$ cat src/rtl/pipeline_type.sv
// Shared types for the fetch PC redirect logic: FSM states, redirect
// priorities, redirect payload and the ADEF exception code.
package pipeline_type;

    localparam int unsigned ADDR_W  = 32;
    localparam int unsigned ECODE_W = 7;

    typedef enum logic [1:0] {
        IDLE = 2'd0,
        RUN  = 2'd1,
        PEND = 2'd2
    } fsm_state_e;

    // Numeric order is the arbitration order: a larger value wins.
    typedef enum logic [1:0] {
        PRIO_NONE   = 2'd0,
        PRIO_PRED   = 2'd1,
        PRIO_BRANCH = 2'd2,
        PRIO_EXCP   = 2'd3
    } redir_prio_e;

    typedef struct packed {
        redir_prio_e       prio;
        logic [ADDR_W-1:0] target;
    } redirect_t;

    localparam redirect_t REDIR_NONE = '{prio: PRIO_NONE, target: '0};

    localparam logic [ECODE_W-1:0] ECODE_ADEF = 7'h08;

    function automatic logic is_flush(input redir_prio_e prio);
        return (prio == PRIO_BRANCH) || (prio == PRIO_EXCP);
    endfunction

endpackage

$ cat src/rtl/redirect_arb.sv
// Fixed-priority pick among the redirect sources for the current cycle.
module redirect_arb
    import pipeline_type::*;
(
    input  logic              excp_flush,
    input  logic [ADDR_W-1:0] excp_target,
    input  logic              branch_flush,
    input  logic [ADDR_W-1:0] branch_target,
    input  logic              pred_taken,
    input  logic [ADDR_W-1:0] pred_target,
    input  logic              pred_en,
    output redirect_t         win_c
);

    always_comb begin
        win_c = REDIR_NONE;
        if (excp_flush) begin
            win_c = '{prio: PRIO_EXCP, target: excp_target};
        end else if (branch_flush) begin
            win_c = '{prio: PRIO_BRANCH, target: branch_target};
        end else if (pred_taken && pred_en) begin
            win_c = '{prio: PRIO_PRED, target: pred_target};
        end
    end

endmodule

$ cat src/rtl/pc_redirect_ctrl.sv
// Fetch PC generator: sequential 8-byte groups, prioritized redirects,
// stall-time redirect buffering and ADEF detection on the fetch address.
module pc_redirect_ctrl
    import pipeline_type::*;
#(
    parameter logic [31:0] PC_RESET_VEC = 32'h1C00_0000
) (
    input  logic        clk,
    input  logic        rst,
    input  logic        stall,
    input  logic        excp_flush,
    input  logic [31:0] excp_target,
    input  logic        branch_flush,
    input  logic [31:0] branch_target,
    input  logic        pre_taken_or_not,
    input  logic [31:0] pre_branch_addr,
    output logic [31:0] pc_o_1,
    output logic [31:0] pc_o_2,
    output logic        inst_en_1,
    output logic        inst_en_2,
    output logic        fetch_flush,
    output logic        is_exception,
    output logic [6:0]  exception_cause
);

    fsm_state_e         state_q, state_d;
    logic [ADDR_W-1:0]  pc_q, pc_d;
    logic [ADDR_W-1:0]  pc2_q, pc2_d;
    logic               en1_q, en1_d;
    logic               en2_q, en2_d;
    logic               flush_q, flush_d;
    logic               exc_q, exc_d;
    logic [ECODE_W-1:0] cause_q, cause_d;
    redirect_t          pend_q, pend_d;
    redirect_t          win;
    logic               pred_en;
    logic [ADDR_W-1:0]  pc_seq;
    logic               aligned;

    // When a buffered redirect is released, the stalled group's prediction is stale.
    assign pred_en = !((state_q == PEND) && !stall);

    redirect_arb u_arb (
        .excp_flush    (excp_flush),
        .excp_target   (excp_target),
        .branch_flush  (branch_flush),
        .branch_target (branch_target),
        .pred_taken    (pre_taken_or_not),
        .pred_target   (pre_branch_addr),
        .pred_en       (pred_en),
        .win_c         (win)
    );

    always_ff @(posedge clk) begin
        if (rst) begin
            state_q <= IDLE;
        end else begin
            state_q <= state_d;
        end
    end

    always_comb begin
        state_d = state_q;
        case (state_q)
            IDLE:    state_d = RUN;
            RUN:     if (stall && (win.prio != PRIO_NONE)) state_d = PEND;
            PEND:    if (!stall) state_d = RUN;
            default: state_d = IDLE;
        endcase
    end

    assign pc_seq = pc_q + (pc_q[2] ? 32'd4 : 32'd8);

    always_comb begin
        pc_d    = pc_q;
        pend_d  = pend_q;
        flush_d = 1'b0;
        case (state_q)
            IDLE: begin
                pc_d   = PC_RESET_VEC;
                pend_d = REDIR_NONE;
            end
            RUN: begin
                if (!stall) begin
                    if (win.prio != PRIO_NONE) begin
                        pc_d    = win.target;
                        flush_d = is_flush(win.prio);
                    end else if (pc_q[1:0] == 2'b00) begin
                        pc_d = pc_seq;
                    end
                end else if (win.prio != PRIO_NONE) begin
                    pend_d = win;
                end
            end
            PEND: begin
                if (stall) begin
                    if ((win.prio != PRIO_NONE) && (win.prio >= pend_q.prio)) begin
                        pend_d = win;
                    end
                end else begin
                    // Only flushes reach win here; they may override the buffered target.
                    if ((win.prio != PRIO_NONE) && (win.prio >= pend_q.prio)) begin
                        pc_d    = win.target;
                        flush_d = is_flush(win.prio);
                    end else begin
                        pc_d    = pend_q.target;
                        flush_d = is_flush(pend_q.prio);
                    end
                    pend_d = REDIR_NONE;
                end
            end
            default: begin
                pc_d   = PC_RESET_VEC;
                pend_d = REDIR_NONE;
            end
        endcase

        aligned = (pc_d[1:0] == 2'b00);
        en1_d   = (state_d != IDLE);
        en2_d   = en1_d && !pc_d[2] && aligned;
        exc_d   = en1_d && !aligned;
        cause_d = exc_d ? ECODE_ADEF : 7'd0;
        pc2_d   = pc_d + 32'd4;
    end

    always_ff @(posedge clk) begin
        if (rst) begin
            pc_q    <= PC_RESET_VEC;
            pc2_q   <= PC_RESET_VEC + 32'd4;
            en1_q   <= 1'b0;
            en2_q   <= 1'b0;
            flush_q <= 1'b0;
            exc_q   <= 1'b0;
            cause_q <= 7'd0;
            pend_q  <= REDIR_NONE;
        end else begin
            pc_q    <= pc_d;
            pc2_q   <= pc2_d;
            en1_q   <= en1_d;
            en2_q   <= en2_d;
            flush_q <= flush_d;
            exc_q   <= exc_d;
            cause_q <= cause_d;
            pend_q  <= pend_d;
        end
    end

    assign pc_o_1          = pc_q;
    assign pc_o_2          = pc2_q;
    assign inst_en_1       = en1_q;
    assign inst_en_2       = en2_q;
    assign fetch_flush     = flush_q;
    assign is_exception    = exc_q;
    assign exception_cause = cause_q;

endmodule

$ cat config.mk
export PLATFORM = sky130hd
export DESIGN_NAME = pc_redirect_ctrl
export DESIGN_NICKNAME = d
export VERILOG_FILES = /design/src/rtl/pipeline_type.sv /design/src/rtl/redirect_arb.sv /design/src/rtl/pc_redirect_ctrl.sv
export SDC_FILE = /design/constraint.sdc
export NUM_CORES = 1
export LEC_CHECK = 0
export ABC_AREA = 1
export CAP_MARGIN = 0
export CORE_MARGIN = 10
export CORE_UTILIZATION = 34
export CTS_CLUSTER_DIAMETER = 50
export DETAILED_ROUTE_END_ITERATION = 8
export MAX_ROUTING_LAYER = met4
export SYNTH_ARGS = -nofsm -noshare
export SYNTH_HDL_FRONTEND = slang
export SYNTH_HIERARCHICAL = 1
export SYNTH_SLANG_ARGS = --single-unit
export TNS_END_PERCENT = 30
$ cat constraint.sdc
create_clock -name clk -period 5.9 [get_ports clk]
set_input_delay 1.77 -clock clk [delete_from_list [all_inputs] [get_ports clk]]
set_output_delay 1.77 -clock clk [all_outputs]
set_load 0.01 [all_outputs]
### After elaboration in Yosys (flattened, before gate mapping)

Cells that the tools add are included.

| word-level totals | value |
|---|---|
| register bits after elaboration | 111 |
| output and inout port bits | 75 |
| bits of input ports | 102 |
| logic and storage cells | 65 |

| operators by class | value |
|---|---|
| order comparisons | 1 |
| eq/ne operators | 9 |
| mux-type cells | 24 |
| add/subtract/negate cells | 2 |
| reduce and logical (&&, ||, !) cells | 19 |

Operators with widths:

| cell | count |
|---|---|
| $mux 34 | 6 |
| $mux 32 | 5 |
| $pmux 34 s2 | 1 |
| $pmux 32 s2 | 1 |
| $mux 33 | 1 |
| $add 32x3->32 const B | 1 |
| $add 32x4->32 | 1 |
| $eq 2x2->1 const B | 5 |
| $mux 4 | 2 |
| $logic_and 1x1->1 | 7 |
| $logic_not 2->1 | 3 |
| $pmux 2 s3 | 1 |
| $logic_not 1->1 | 4 |
| $mux 1 | 4 |
| $mux 2 | 2 |
| $ne 2x2->1 const B | 2 |
| $reduce_bool 2->1 | 2 |
| $ne 3x2->1 const B | 1 |
| $reduce_and 3->1 | 1 |
| $eq 2x1->1 const B | 1 |
| $ge 2x2->1 | 1 |
| $logic_or 1x1->1 | 2 |
| $pmux 1 s2 | 1 |

### Depth between registers and ports, before layout

Gate-level depths: netlist (run 1).

| depth | value |
|---|---|
| depth in word-level cells | 16 |
| mapped depth | 33 |

### By module

The synthesis (run 1) kept the hierarchy.

Modules (own cells, without submodules):

| module | cells each | instances | sequential area each (um^2) | area an instance (um^2) |
|---|---|---|---|---|
| pc_redirect_ctrl | 1099 | 1 | 2042.0 | 6760.2 |
| redirect_arb | 155 | 1 | 0.0 | 853.3 |

### Worst setup path before layout (run 1)

OpenSTA, ideal clock, no wires.

| timing | value |
|---|---|
| path type | input to register |
| start point | input port stall |
| end point | register pc2_q[28] (netlist: pc_o_2[28]) |
| required time | 5767 ps |
| stages on the path | 29 |
| arrival time | 4707 ps |
| library setup time | 133 ps |
| path slack | 1060 ps |
| cell sequence | buf_6 > nor2_2 > inv_1 > buf_2 > buf_4 > nand3_1 > nand2_1 > inv_2 > ha_1 > nand2_1 > nand3_2 > nand2_2 > buf_6 > nand2_1 > nand3_1 > nand3_1 > nand2_1 > nand2_1 > inv_1 > ha_1 > inv_1 > nor2_1 > nand2_1 > nor3_2 > nand2_2 > nor2_2 > nand2_1 > nand2_1 > nand3_1 |

RTL lines:

| what | RTL line | RTL |
|---|---|---|
| start, declared | pc_redirect_ctrl.sv:10 | `input logic stall,` |
| end signal, assigned | pc_redirect_ctrl.sv:129 | `pc2_q <= PC_RESET_VEC + 32'd4;` |
| end signal, assigned | pc_redirect_ctrl.sv:138 | `pc2_q <= pc2_d;` |
| end, declared | pc_redirect_ctrl.sv:28 | `logic [ADDR_W-1:0] pc2_q, pc2_d;` |

==> impl_summary.txt, run 1 <==
----------------------------------------------------
[Die]
  Die X ... ~170 um
  I/O Pins ... roughly 180
  Die ar. ... between 20000 and 30000 sq um
  Vertical die dimension ... around 170 um
  Initial Util ... 0.347
  Count of standard-cell rows ... between 50 and 60
  Area inside the core boundary ... about 22000 sq um

[Setup path]
  Worst-path maximum fanout ... 34
  Standard cell with the maximum stage delay on the critical path ... sky130_fd_sc_hd__inv_1
  Critical register-to-register path endpoint ... pc_o_2[27]
  Register-to-register path setup slack ... ~1600 ps
  Startpoint types ... primary input
  Required arrival time at the worst endpoint ... roughly 6000 ps
  Critical-path cell list ... clkdlybuf4s50_1, inv_6, nand2_1, ha_1, nand2_1, nand3_2, nand2_2, inv_1, nand2_1, nand3_1, nand2_1, nand2_1, nand2_1, nor2_1, nand2_1, nor2_4, nand2_4, nor2_8, nand2_1, nand2_1, nand3_1
  Depth of the most critical reg-to-reg path ... 28
  Reg2Reg Launch Point ... state_q[0]
  Timing endpoint of the critical path ... pc_o_2[27]
  Start point of the critical path ... excp_flush
  Slowest cell delay on critical path ... 510 ps
  Most frequent CP cell ... sky130_fd_sc_hd__nand2_1
  Worst setup path category ... in2reg
  Crit path capture type ... flip-flop
  Arrival time worst endpoint ... around 5300 ps

[Hold path]
  Worst min path class ... reg2reg

[Drt]
  Drt via density ... 5.16
  Number of antenna-violating nets in the routed design ... 0
  Per-cell routed wire length ... ~17 um
  Detailed-router iteration count before antenna repair ... 5
  Count of vias placed by the detailed router ... 8572
  DRC errors left ... 0
  Aggregate routed wire length ... 28.1 mm
  Detailed Route Iter0 Violations ... about 610

[CTS]
  Number of levels in the clock H-tree ... 3
  Count of instances resized after the clock tree is built ... 0
  Maximum root-to-sink buffer count ... 2
  Count of clock tree sinks ... around 100
  Clock-pin slew of the registers on the worst-case setup and hold paths ... 70 ps
  Clock network latency to the later pin of the worst-skew pair ... ~360 ps
  Clock root buffer ... sky130_fd_sc_hd__clkbuf_16
  Buffers inserted during post-CTS setup optimization ... 0
  CTS tree ... built
  Post-CTS Hold Buffers ... 0
  Number of CTS-inserted buffers ... 9

[Final layout]
  NumNets Final ... about 1500
  Area of the multi-input gates ... about 4600 sq um
  Fill cell total of the finished layout ... ~2400
  P&R area growth vs syn ... 26.4%
  Final cell count without fillers ... about 1700
  Final instance area ... ~9600 sq um
  Fin util ... 0.438
  Fraction of layout instances using a drive strength above 1 ... 0.0738
  Total area of sequential cells ... just over 2000 sq um
  Inserted Diodes ... 0
  Most frequent cells in the layout ... sky130_fd_sc_hd__nand2_1, sky130_fd_sc_hd__clkdlybuf4s50_1, sky130_fd_sc_hd__a21oi_1
  Leading cell type in the layout, fill and taps excluded ... sky130_fd_sc_hd__nand2_1

[Timing]
  Setup repair after global routing missed its margin ... no
  Transition time at the pin with the least slew margin ... 768 ps
  Final count of hold timing violations ... 0
  Fmax achieved ... 198 MHz
  Setup total negative slack ... 0 ps
  Slew Viols, Final ... 0
  Rel. slew slack ... 0.488
  Tightest hold margin ... about 470 ps
  Share of the clock period used by the worst path after layout ... 0.855
  Number of setup violations in the final report ... 0
  Final worst slack ... approximately 860 ps
  Clock tree skew after final layout ... between 10 and 15 ps
  Tmin final ... 5040 ps

[GRT]
  Total routing resource utilization after global routing ... 0.196
  Grt total ovfl ... 0
  Number of global-route vias before repair ... about 8000
  Pin count of the biggest net entering global routing ... 69
  Global-route wire length before repair ... around 44 mm
  Initial antenna violation count ... 0

[Synth]
  Area share of the leading cell type in the synthesized netlist ... 0.268
  Count of different cell masters after synthesis ... 45
  Syn Inst Count ... 1254
  Most area-hungry cell type in the Yosys netlist ... sky130_fd_sc_hd__dfxtp_1
  Flip-flop cell with the highest count after synthesis ... sky130_fd_sc_hd__dfxtp_1
  Yosys warns ... 6
  Mean post-synth cell area ... about 6.1 sq um
  Sequential fraction of the synthesis area ... 0.268
  Post-synthesis instance area ... around 7600 sq um
  Count of flip-flops with a built-in enable after synthesis ... 0
  Share of synthesized registers carrying an async set or reset ... 0
  FF+latch count, synth ... roughly 100
  Ranking of synthesized cells by area ... sky130_fd_sc_hd__dfxtp_1, sky130_fd_sc_hd__nand2_1, sky130_fd_sc_hd__a21oi_1, sky130_fd_sc_hd__nand3_1, sky130_fd_sc_hd__nor2_1

[Placement]
  Sum of net half-perimeters after detailed placement ... about 21 mm
  Post-Place Setup Slack ... 535 ps
  Area after detailed placement ... just over 9000 sq um
  Gpl congestion ... slightly below 0.9
  Number of cells in the design after placement ... between 1500 and 2000
  Quantity of I/O buffers inserted on ports ... between 150 and 200

[Power and ir drop]
  Power density over cell area ... ~190 nW/um^2
  Peak ir drop on the vdd network ... between 0.0001 and 0.00015 V
  Leakage ... ~3.8 nW
  Power Total ... ~1.8 mW

[Outcome]
  Result of the run ... finished clean

[Job]
  Max-cap violations ... 0

----------------------------------------------------
-- per-layer routing --
| metal | GRT usage | wire (um) | up-vias |
|---|---|---|---|
| met5 | - | 0 | - |
| met1 | 0.225 | 11600 | 3989 |
| met4 | 0.0530 | 465 | 0 |
| li1 | - | - | 4358 |
| met3 | 0.0263 | 1120 | 32 |
| met2 | 0.349 | 14900 | 193 |
-- cell usage after synthesis, drive strengths merged, types with 4 or more instances --
library cell  count
nand3           143
ha               10
a21oi           165
nor3             11
a211oi            5
inv             118
o21a              4
clkbuf           22
dfxtp           102
buf              58
nand4            46
o21ai            46
nor2            157
nand2           344
-- logic make-up after synthesis --
family                     count (synthesis)  share of synthesized area
AOI/OAI and AO/OA                        234                      0.165
xor gates and xnor gates                   1                    0.00115
adders and majority gates                 10                     0.0164
buffers and inverters                    200                      0.128
DFF                                      102                      0.268
other                                      1                   0.000493
and+or+nand+nor                          706                      0.421
-- how the worst min path moves through the flow --
| stage | from | end | slack [ps] | cells after the start |
|---|---|---|---|---|
| after floorplan | pend_q[6] | pend_q[6] | 440 | 2 |
| after global placement | pend_q[9] | pend_q[9] | 450 | 2 |
| after detailed placement | pend_q[28] | pend_q[28] | 460 | 2 |
| after CTS | pend_q[9] | pend_q[9] | 470 | 2 |
| after global routing | pend_q[9] | pend_q[9] | 480 | 2 |
| final | pend_q[9] | pend_q[9] | 470 | 2 |
-- sequential cells by signal, summed over array words and instances, names as in the netlist --
register	count
inst_en_1	1
pc_o_1	32
inst_en_2	1
pend_q	34
state_q	2
fetch_flush	1
pc_o_2	30
exception_cause	1
-- critical path, delay by kind of cell --
family	cells	cell delay, ps
and+or+nand+nor	17	1890
adders and majority gates	1	340
buffers and inverters	3	1250
-- cell type report --
| type | instances | share of cell area |
|---|---|---|
| repair buffers | 188 | 0.190 |
| clock buffers | 10 | 0.0248 |
| flip-flops and latches | 102 | 0.212 |
| inverters | 120 | 0.0478 |
| well taps | 280 | 0.0364 |
| multi-input cells | 957 | 0.480 |
| clock inverters | 5 | 0.00845 |
-- where the power goes --
part,internal (mW),leakage (nW),total [mW],switching [mW]
combinational,0.173,2.85,0.440,0.267
clock,0.382,0.155,0.649,0.268
sequential,0.712,0.827,0.732,0.0201
total,1.27,3.83,1.82,0.555
No activity file was read; power rests on OpenSTA's default activity.
==> run 2: changes to the inputs <==
Settings changed: SLEW_MARGIN set to 20.
==> results of run 2 <==
Final layout, timing and power as in run 1 (identical DEF).
==> run 3: changes to the inputs <==
Settings changed: DONT_BUFFER_PORTS set to 1.
==> run 3 against run 2 <==
Total power down 8.1%. Setup slack gained 320 ps. Clock skew fell by 0.90 ps. Final area fell by 18%. Cell count is 11% lower. Wire length fell by 4.8%. Global-route usage shrank 1.2 points. Critical path depth increased by 4. Non-clock buffer count fell by 179. Flip-flop and latch count unchanged. Critical endpoint is now pc_o_2[28]. Largest cell class unchanged. Largest power group unchanged.
==> impl_summary.txt, run 3 (same netlist as run 1, synthesis figures left out) <==
----------------------------------------------------
[Outcome]
  Result of the run ... finished clean

[Placement]
  Number of cells in the design after placement ... 1468 (-11%)
  Quantity of I/O buffers inserted on ports ... 0 (-100%)
  Area after detailed placement ... 7540 sq um (-19%)
  Gpl congestion ... 0.922 (+4.5%)
  Sum of net half-perimeters after detailed placement ... 20.5 mm (-4.3%)

[Die]
  Die ar. ... 28800 sq um (unchanged)
  Vertical die dimension ... 170 um (unchanged)
  Initial Util ... 0.347 (unchanged)
  Count of standard-cell rows ... 54 (unchanged)
  Die X ... 170 um (unchanged)
  I/O Pins ... 177 (unchanged)
  Area inside the core boundary ... 22000 sq um (unchanged)

[Setup path]
  Arrival time worst endpoint ... 4940 ps (-350 ps)
  Slowest cell delay on critical path ... 330 ps (-180 ps)
  Standard cell with the maximum stage delay on the critical path ... sky130_fd_sc_hd__nor2_2
  Worst-path maximum fanout ... 55 (+62%)
  Worst setup path category ... in2reg
  Required arrival time at the worst endpoint ... 6120 ps (-20 ps)
  Crit path capture type ... flip-flop
  Startpoint types ... primary input
  Most frequent CP cell ... sky130_fd_sc_hd__nand2_1

[Timing]
  Number of setup violations in the final report ... 0 (unchanged)
  Fmax achieved ... 212 MHz (+6.9%)
  Tmin final ... 4720 ps (-325 ps)
  Setup total negative slack ... 0 ps (unchanged)
  Setup repair after global routing missed its margin ... no
  Clock tree skew after final layout ... 13.0 ps (-0.896 ps)
  Transition time at the pin with the least slew margin ... 988 ps (+221 ps)
  Slew Viols, Final ... 0 (unchanged)
  Final count of hold timing violations ... 0 (unchanged)
  Share of the clock period used by the worst path after layout ... 0.800 (-0.0550)
  Rel. slew slack ... 0.341 (-0.147)

[GRT]
  Global-route wire length before repair ... 41.2 mm (-6.4%)
  Initial antenna violation count ... 0 (unchanged)
  Pin count of the biggest net entering global routing ... 70 (+1.4%)
  Grt total ovfl ... 0 (unchanged)
  Number of global-route vias before repair ... 7532 (-8.2%)
  Total routing resource utilization after global routing ... 0.184 (-0.0116)

[Power and ir drop]
  Leakage ... 3.15 nW (-18%)
  Peak ir drop on the vdd network ... 0.000139 V (+17%)
  Power density over cell area ... 213 nW/um^2 (+13%)

[CTS]
  Clock root buffer ... sky130_fd_sc_hd__clkbuf_16
  Count of clock tree sinks ... 102 (unchanged)
  Number of levels in the clock H-tree ... 3 (unchanged)
  Number of CTS-inserted buffers ... 9 (unchanged)
  Buffers inserted during post-CTS setup optimization ... 0 (unchanged)
  Maximum root-to-sink buffer count ... 2 (unchanged)
  Clock network latency to the later pin of the worst-skew pair ... 360 ps (about the same)
  Count of instances resized after the clock tree is built ... 0 (unchanged)
  Post-CTS Hold Buffers ... 0 (unchanged)
  Clock-pin slew of the registers on the worst-case setup and hold paths ... 70 ps (about the same)
  CTS tree ... built

[Drt]
  Number of antenna-violating nets in the routed design ... 0 (unchanged)
  Per-cell routed wire length ... 18.0 um (+6.6%)
  Detailed-router iteration count before antenna repair ... 5 (unchanged)
  DRC errors left ... 0 (unchanged)
  Count of vias placed by the detailed router ... 7994 (-6.7%)
  Detailed Route Iter0 Violations ... 718 (+17%)
  Drt via density ... 5.39 (+4.4%)
  Aggregate routed wire length ... 26.7 mm (-4.8%)

[Final layout]
  Fin util ... 0.358 (-0.0807)
  NumNets Final ... 1311 (-12%)
  Fraction of layout instances using a drive strength above 1 ... 0.0764 (+0.00261)
  Final cell count without fillers ... 1484 (-11%)
  P&R area growth vs syn ... 3.12%
  Inserted Diodes ... 0 (unchanged)
  Most frequent cells in the layout ... sky130_fd_sc_hd__nand2_1, sky130_fd_sc_hd__a21oi_1, sky130_fd_sc_hd__nand3_1
  Flip-flop count of the largest register after layout ... 34 (unchanged)
  Leading cell type in the layout, fill and taps excluded ... sky130_fd_sc_hd__nand2_1
  Final instance area ... 7850 sq um (-18%)
  Reg with most FFs ... pend_q

[Hold path]
  Worst min path class ... reg2reg

[Job]
  Max-cap violations ... 0 (unchanged)

----------------------------------------------------
-- run 3: cell count changes in the layout (fill, tap and decap cells not counted), sizes merged --
cell,delta
buf,-11
bufinv,-1
clkdlybuf4s50,-168
clkinv,+2
-- run 3: stage by stage --
stage	setup WS, ps	hold slack [ps]	power [mW]
finish	1180	469	1.67
global route	842	481	1.76
CTS	1230	464	1.70
detailed placement	855	453	1.07
global placement	970	451	1.07
floorplan	1060	437	1.02
-- run 3: worst paths after layout --
path	slack [ps]	end	start	depth (start not counted)
worst max-delay path	1180	pc_o_2[28]	stall	25
worst min-delay path	470	pend_q[15]	pend_q[15]	2
worst max register to register	1820	pc_o_2[28]	state_q[0]	23
worst min register to register	470	pend_q[15]	pend_q[15]	2
-- run 3: final cells by class --
cell class	count	area (sq um)
clock buffer	10	239
clock inverter	6	68.8
fill	2421	14100
inverter	120	460
multi-input combinational	957	4620
sequential	102	2040
tap	280	350
timing repair buffer	9	67.6
-- run 3: metal layers --
layer	up-vias	routed length, um	global-route usage
li1	4003	-	-
met1	3744	10600	0.202
met2	212	14100	0.328
met3	35	1520	0.0409
met4	0	521	0.0492
met5	-	0	-
-- run 3: power breakdown --
| group | leakage (nW) | internal, mW | total (mW) | switching [mW] |
|---|---|---|---|---|
| Combinational | 2.17 | 0.0906 | 0.314 | 0.223 |
| Clock | 0.149 | 0.343 | 0.617 | 0.275 |
| Sequential | 0.827 | 0.712 | 0.743 | 0.0304 |
-- run 3: worst max-delay path, delay by kind of cell --
| kind | cells | cell delay [ps] |
|---|---|---|
| buffers and inverters | 4 | 310 |
| adders and majority gates | 2 | 380 |
| and+or+nand+nor | 19 | 2420 |
